<file path="config.mk">
export PLATFORM = sky130hd
export DESIGN_NAME = addsub_acc_seq
export DESIGN_NICKNAME = d
export VERILOG_FILES = /design/src/rtl/addsub_acc_seq.sv
export SDC_FILE = /design/constraint.sdc
export NUM_CORES = 1
export LEC_CHECK = 0
export ABC_AREA = 0
export BUFFER_PORTS_ARGS = -buffer_cell sky130_fd_sc_hd__buf_4
export CAP_MARGIN = 20
export CORE_UTILIZATION = 51
export DETAILED_ROUTE_END_ITERATION = 8
export GPL_ROUTABILITY_DRIVEN = 0
export PLACE_DENSITY = 0.89
export SYNTH_ARGS = -nofsm -noshare
export SYNTH_HDL_FRONTEND = slang
export SYNTH_SLANG_ARGS = --single-unit
</file>
<file path="constraint.sdc">
create_clock -name AddAcc_i_clk -period 2.7 [get_ports AddAcc_i_clk]
set_input_delay 0 -clock AddAcc_i_clk [delete_from_list [all_inputs] [get_ports AddAcc_i_clk]]
set_output_delay 0 -clock AddAcc_i_clk [all_outputs]
set_load 0.005 [all_outputs]
</file>
<file path="src/rtl/addsub_acc_seq.sv">
// rtl/addsub_acc_seq.sv - command sequencer and register stage around an external add/sub stage
// Optional build macro: ADDACC_SATURATE_EN (clamps ADD/SUB results and adds AddAcc_o_sat)
module addsub_acc_seq #(
  parameter int WIDTH = 4
) (
  input  logic             AddAcc_i_clk,
  input  logic             AddAcc_i_rst,
  input  logic             AddAcc_i_valid,
  output logic             AddAcc_o_ready,
  input  logic [1:0]       AddAcc_i_op,
  input  logic [WIDTH-1:0] AddAcc_i_data,
  output logic [WIDTH-1:0] AddAcc_o_A,
  output logic [WIDTH-1:0] AddAcc_o_B,
  output logic             AddAcc_o_fSub,
  input  logic [WIDTH-1:0] AddAcc_i_S,
  input  logic             AddAcc_i_C,
  output logic             AddAcc_o_valid,
  input  logic             AddAcc_i_ready,
  output logic [WIDTH-1:0] AddAcc_o_acc,
  output logic [2:0]       AddAcc_o_flags
`ifdef ADDACC_SATURATE_EN
  ,
  output logic             AddAcc_o_sat
`endif
);

  localparam int MSB = WIDTH - 1;

  localparam logic [1:0] OP_LOAD  = 2'b00;
  localparam logic [1:0] OP_ADD   = 2'b01;
  localparam logic [1:0] OP_SUB   = 2'b10;
  localparam logic [1:0] OP_CLEAR = 2'b11;

  typedef enum logic [1:0] {
    ST_IDLE = 2'b00,
    ST_EXEC = 2'b01,
    ST_DONE = 2'b10
  } state_t;

  state_t           r_state;
  state_t           w_next_state;

  logic [1:0]       r_op;
  logic [WIDTH-1:0] r_operand;
  logic [WIDTH-1:0] r_a;
  logic [WIDTH-1:0] r_acc;
  logic             r_c;
  logic             r_z;
  logic             r_v;
  logic             r_sat;

  logic             w_ready;
  logic             w_valid;
  logic             w_fsub;
  logic             w_accept;

  logic [WIDTH-1:0] w_bx;
  logic             w_v_raw;
  logic [WIDTH-1:0] w_new_acc;
  logic             w_new_c;
  logic             w_new_v;
  logic             w_new_sat;

  // State register: the only place the transaction phase advances or is discarded by reset.
  always_ff @(posedge AddAcc_i_clk or posedge AddAcc_i_rst) begin
    if (AddAcc_i_rst) begin
      r_state <= ST_IDLE;
    end else begin
      r_state <= w_next_state;
    end
  end

  // Next-state and handshake/adder-control decode from the current phase.
  always_comb begin
    w_next_state = r_state;
    w_ready      = 1'b0;
    w_valid      = 1'b0;
    w_fsub       = 1'b0;
    case (r_state)
      ST_IDLE: begin
        w_ready = 1'b1;
        if (AddAcc_i_valid) begin
          w_next_state = ST_EXEC;
        end
      end
      ST_EXEC: begin
        w_fsub       = (r_op == OP_SUB);
        w_next_state = ST_DONE;
      end
      ST_DONE: begin
        w_valid = 1'b1;
        if (AddAcc_i_ready) begin
          w_next_state = ST_IDLE;
        end
      end
      default: begin
        w_next_state = ST_IDLE;
      end
    endcase
  end

  assign w_accept = (r_state == ST_IDLE) && AddAcc_i_valid;

  // Result selection: signed overflow uses the effective B the adder actually saw.
  always_comb begin
    w_bx      = (r_op == OP_SUB) ? ~r_operand : r_operand;
    w_v_raw   = (r_a[MSB] == w_bx[MSB]) && (AddAcc_i_S[MSB] != r_a[MSB]);
    w_new_acc = '0;
    w_new_c   = 1'b0;
    w_new_v   = 1'b0;
    w_new_sat = 1'b0;
    case (r_op)
      OP_LOAD: begin
        w_new_acc = r_operand;
      end
      OP_ADD: begin
        w_new_acc = AddAcc_i_S;
        w_new_c   = AddAcc_i_C;
        w_new_v   = w_v_raw;
`ifdef ADDACC_SATURATE_EN
        if (AddAcc_i_C) begin
          w_new_acc = '1;
          w_new_sat = 1'b1;
        end
`endif
      end
      OP_SUB: begin
        w_new_acc = AddAcc_i_S;
        w_new_c   = AddAcc_i_C;
        w_new_v   = w_v_raw;
`ifdef ADDACC_SATURATE_EN
        if (!AddAcc_i_C) begin
          w_new_acc = '0;
          w_new_sat = 1'b1;
        end
`endif
      end
      OP_CLEAR: begin
        w_new_acc = '0;
      end
      default: begin
        w_new_acc = r_acc;
      end
    endcase
  end

  // Command latch on accept, and accumulator/flag update at the end of the execute cycle.
  always_ff @(posedge AddAcc_i_clk or posedge AddAcc_i_rst) begin
    if (AddAcc_i_rst) begin
      r_op      <= OP_LOAD;
      r_operand <= '0;
      r_a       <= '0;
      r_acc     <= '0;
      r_c       <= 1'b0;
      r_z       <= 1'b0;
      r_v       <= 1'b0;
      r_sat     <= 1'b0;
    end else begin
      if (w_accept) begin
        r_op      <= AddAcc_i_op;
        r_operand <= AddAcc_i_data;
        r_a       <= r_acc;
      end
      if (r_state == ST_EXEC) begin
        r_acc <= w_new_acc;
        r_c   <= w_new_c;
        r_v   <= w_new_v;
        r_z   <= (w_new_acc == '0);
        r_sat <= w_new_sat;
      end
    end
  end

  // o_A/o_B are the latched copies, so they hold their last values outside execute.
  assign AddAcc_o_ready = w_ready & ~AddAcc_i_rst;
  assign AddAcc_o_valid = w_valid;
  assign AddAcc_o_fSub  = w_fsub;
  assign AddAcc_o_A     = r_a;
  assign AddAcc_o_B     = r_operand;
  assign AddAcc_o_acc   = r_acc;
  assign AddAcc_o_flags = {r_c, r_z, r_v};
`ifdef ADDACC_SATURATE_EN
  assign AddAcc_o_sat   = r_sat & (r_state == ST_DONE);
`endif

endmodule

</file>
==> results.sh <==
export IMPL_wirelength_um=1860
export IMPL_rsz0062_at_grt="false"
export IMPL_yosys_warnings=0
export IMPL_critPathMaxFanout=9
export IMPL_maxCapViolations=0
export IMPL_synth_nets=98
export IMPL_grt_usage=0.213
export IMPL_worst_path_largest_cell_delay_ns=0.56
export IMPL_cts_root_buf="clkbuf_4"
export IMPL_hpwl_um=1280
export IMPL_p_leak_nw=0.616
export IMPL_antenna_found_initial=0
export IMPL_place_inst=132
export IMPL_fp_dieArea_sq_um=1980
export IMPL_endpoint_kind="primary output"
export IMPL_max_freq_mhz=623
export IMPL_maxSlewHeadroom=0.526
export IMPL_worstPathRequired_ns=2.70
export IMPL_io_buffer_count=32
export IMPL_regToRegSetupSlack_ns=1.17
export IMPL_drive_above_1_share=0.413
export IMPL_path_class="flip-flop to primary output"
export IMPL_grt_pass1_wl_um=3040
export IMPL_netlist_area_sq_um=923
export IMPL_synth_top_family_by_area="multiplexers"
export IMPL_cts_tree="done"
export IMPL_multi_input_area_sq_um=382
export IMPL_fillers=133
export IMPL_drt_pass1_iterations=4
export IMPL_grt_overflow=0
export IMPL_p_per_area_nw_per_um2=1070
export IMPL_rows=15
export IMPL_crit_chain="nor2b_1, and2_1, buf_4"
export IMPL_cts_resized=0
export IMPL_reg2reg_depth=3
export IMPL_yosys_area_share_simple=0.142
export IMPL_antenna_left=0
export IMPL_peakVddDrop_v=0.000574
export IMPL_p_sw_uw=491
export IMPL_vias=750
export IMPL_synth_cell_types=26
export IMPL_clk_latency_ns=0.30
export IMPL_clockBufferDepth=2
export IMPL_clockPowerShare=0.106
export IMPL_grt_max_degree=20
export IMPL_viasPerCell=5.14
export IMPL_synth_fa_ha_area_frac=0.0271
export IMPL_worst_setup_path_start_kind="flip-flop"
export IMPL_skew_ns=0.00236
export IMPL_seq_area_sq_um=475
export IMPL_min_path_cells=3
export IMPL_instances_no_fill=146
export IMPL_finalHoldViolCount=0
export IMPL_seq_area_frac_synth=0.515
export IMPL_boundaryPins=33
export IMPL_nets=139
export IMPL_grt_pass1_vias=680
export IMPL_ys_seq_elements=19
export IMPL_crit_arrival_ns=1.60
export IMPL_synthMuxAreaShare=0.142
export IMPL_final_min_clock_period_ns=1.60
export IMPL_p_int_uw=871
export IMPL_worst_pin_slew_ns=0.710
export IMPL_total_power_mw=1.36
export IMPL_finalSetupViolCount=0
export IMPL_syn_to_final_growth_pct=38.5
export IMPL_syn_avg_cell_area_sq_um=11.4
export IMPL_fp_dieW_um=44.6
export IMPL_die_h_um=44.6
export IMPL_numCtsBuffers=3
export IMPL_hp_class="primary input to flip-flop"
export IMPL_wire_per_inst_um=12.7
export IMPL_cts_max_level=1
export IMPL_finalMaxSlewViolations=0
export IMPL_crit_slowest_cell="nor2b_1"
export IMPL_clk_pin_slew_ns=0.11
export IMPL_coreArea_sq_um=1710
export IMPL_start_util=0.541
export IMPL_drc=0
export IMPL_fin_setup_tns_ns=0
export IMPL_drtIter0Drc=15
export IMPL_antenna_cells=0
export IMPL_power_frac_comb=0.506
export IMPL_cts_sinks=19
export IMPL_fin_crit_sh=0.594
export IMPL_outcome="finished, final reports clean"
export IMPL_p_seq_frac=0.387
export IMPL_synthXorXnorAreaFrac=0.00949
export IMPL_synth_compound_area_frac=0.0921
export IMPL_synthCells=81
export IMPL_swShare=0.361
## routing by layer
metal  share of wire  track usage  wire length (um)
met5               0            0                 0
met4           0.010       0.0970                19
met3           0.066       0.0449               122
met2            0.48        0.321               893
met1            0.44        0.296               824
## flip-flops by register name, indices dropped and copies added, names as in the netlist
register,flops
AddAcc_o_A,4
AddAcc_o_B,4
AddAcc_o_acc,4
r_c,1
r_op,2
r_state,2
r_v,1
r_z,1
## worst max-delay path, delay by kind of cell (launching register included)
family / cells / cell delay (ns)
simple gates: 2 / 0.79
flops: 1 / 0.41
buf+inv: 1 / 0.11
## synthesized netlist by cell type, drive strengths merged
master  instances  area, sq um
dfrtp          19          475
nand2          12         45.0
mux2           10          131
o21ai           8         40.0
buf             6         46.3
inv             4         15.0
nand3b          4         30.0
a31oi           2         12.5
ha              2         25.0
nor2            2         7.51
and2            1         6.26
clkbuf          1         5.00
nand2b          1         6.26
nand3           1         5.00
nor2b           1         6.26
nor3            1         5.00
nor3b           1         12.5
o211ai          1         12.5
o21a            1         7.51
o31ai           1         12.5
or2b            1         7.51
xnor2           1         8.76
## cell type report
type,count,share of cell area
Sequential cell,19,0.372
Multi-Input combinational cell,51,0.298
Inverter,4,0.0117
Clock buffer,3,0.0176
Tap cell,25,0.0245
Clock inverter,1,0.00391
Timing Repair Buffer,43,0.272
## logic make-up after synthesis
kind of cell | after synthesis
xor+xnor | 1
flops | 19
mux | 10
simple gates | 25
compound gates | 13
buf+inv | 11
fa+ha+maj | 2
## cells in the final DEF (no fill, tap or decap), drive strengths merged
master and n:
buf 33, o21ai 8, or2b 1, nor2 2, dfrtp 19, xnor2 1
o211ai 1, inv 4, nand2b 1, nor3b 1, mux2 10, a31oi 2
ha 2, clkinv 1, nand3b 4, dlygate4sd3 10, o21a 1, o31ai 1
nor3 1, and2 1, nor2b 1, nand2 12, clkbuf 3, nand3 1
## per-stage QoR
step / hold WS [ns] / area [sq um] / utilization / setup slack [ns]
5_1_grt: 0.0156 / 1280 / 0.749 / 1.00
3_3_place_gp: 0.153 / 1150 / 0.674 / 1.29
2_1_floorplan: -0.0489 / 923 / - / 1.37
4_1_cts: 0.00211 / 1280 / 0.749 / 1.09
3_5_place_dp: 0.159 / 1150 / 0.674 / 1.19
6_report: 0.00986 / 1280 / 0.749 / 1.10
## power by group through the flow
stage          Clock, mW  Sequential, mW  Combinational, mW
3_3_place_gp           0           0.524              0.654
5_1_grt            0.162           0.548              0.761
6_report           0.145           0.528              0.690
3_5_place_dp           0           0.533              0.679
2_1_floorplan          0           0.519              0.445
4_1_cts            0.147           0.528              0.694
## path summary, 6_finish.rpt
check | endpoint | from
setup / recovery | AddAcc_o_fSub | r_state[0]
hold / removal | AddAcc_o_acc[3] | AddAcc_i_S[3]
setup reg to reg | r_z | r_state[0]
hold reg to reg | r_c | r_c
max in group asynchronous | AddAcc_o_A[3] | AddAcc_i_rst
min in group asynchronous | r_state[1] | AddAcc_i_rst
## timing repair
action	4_1_cts	5_1_grt
hold buffers	10	0
setup buffers	0	0
hold endpoints to repair	28	0
(Power assumes the default switching activity.)
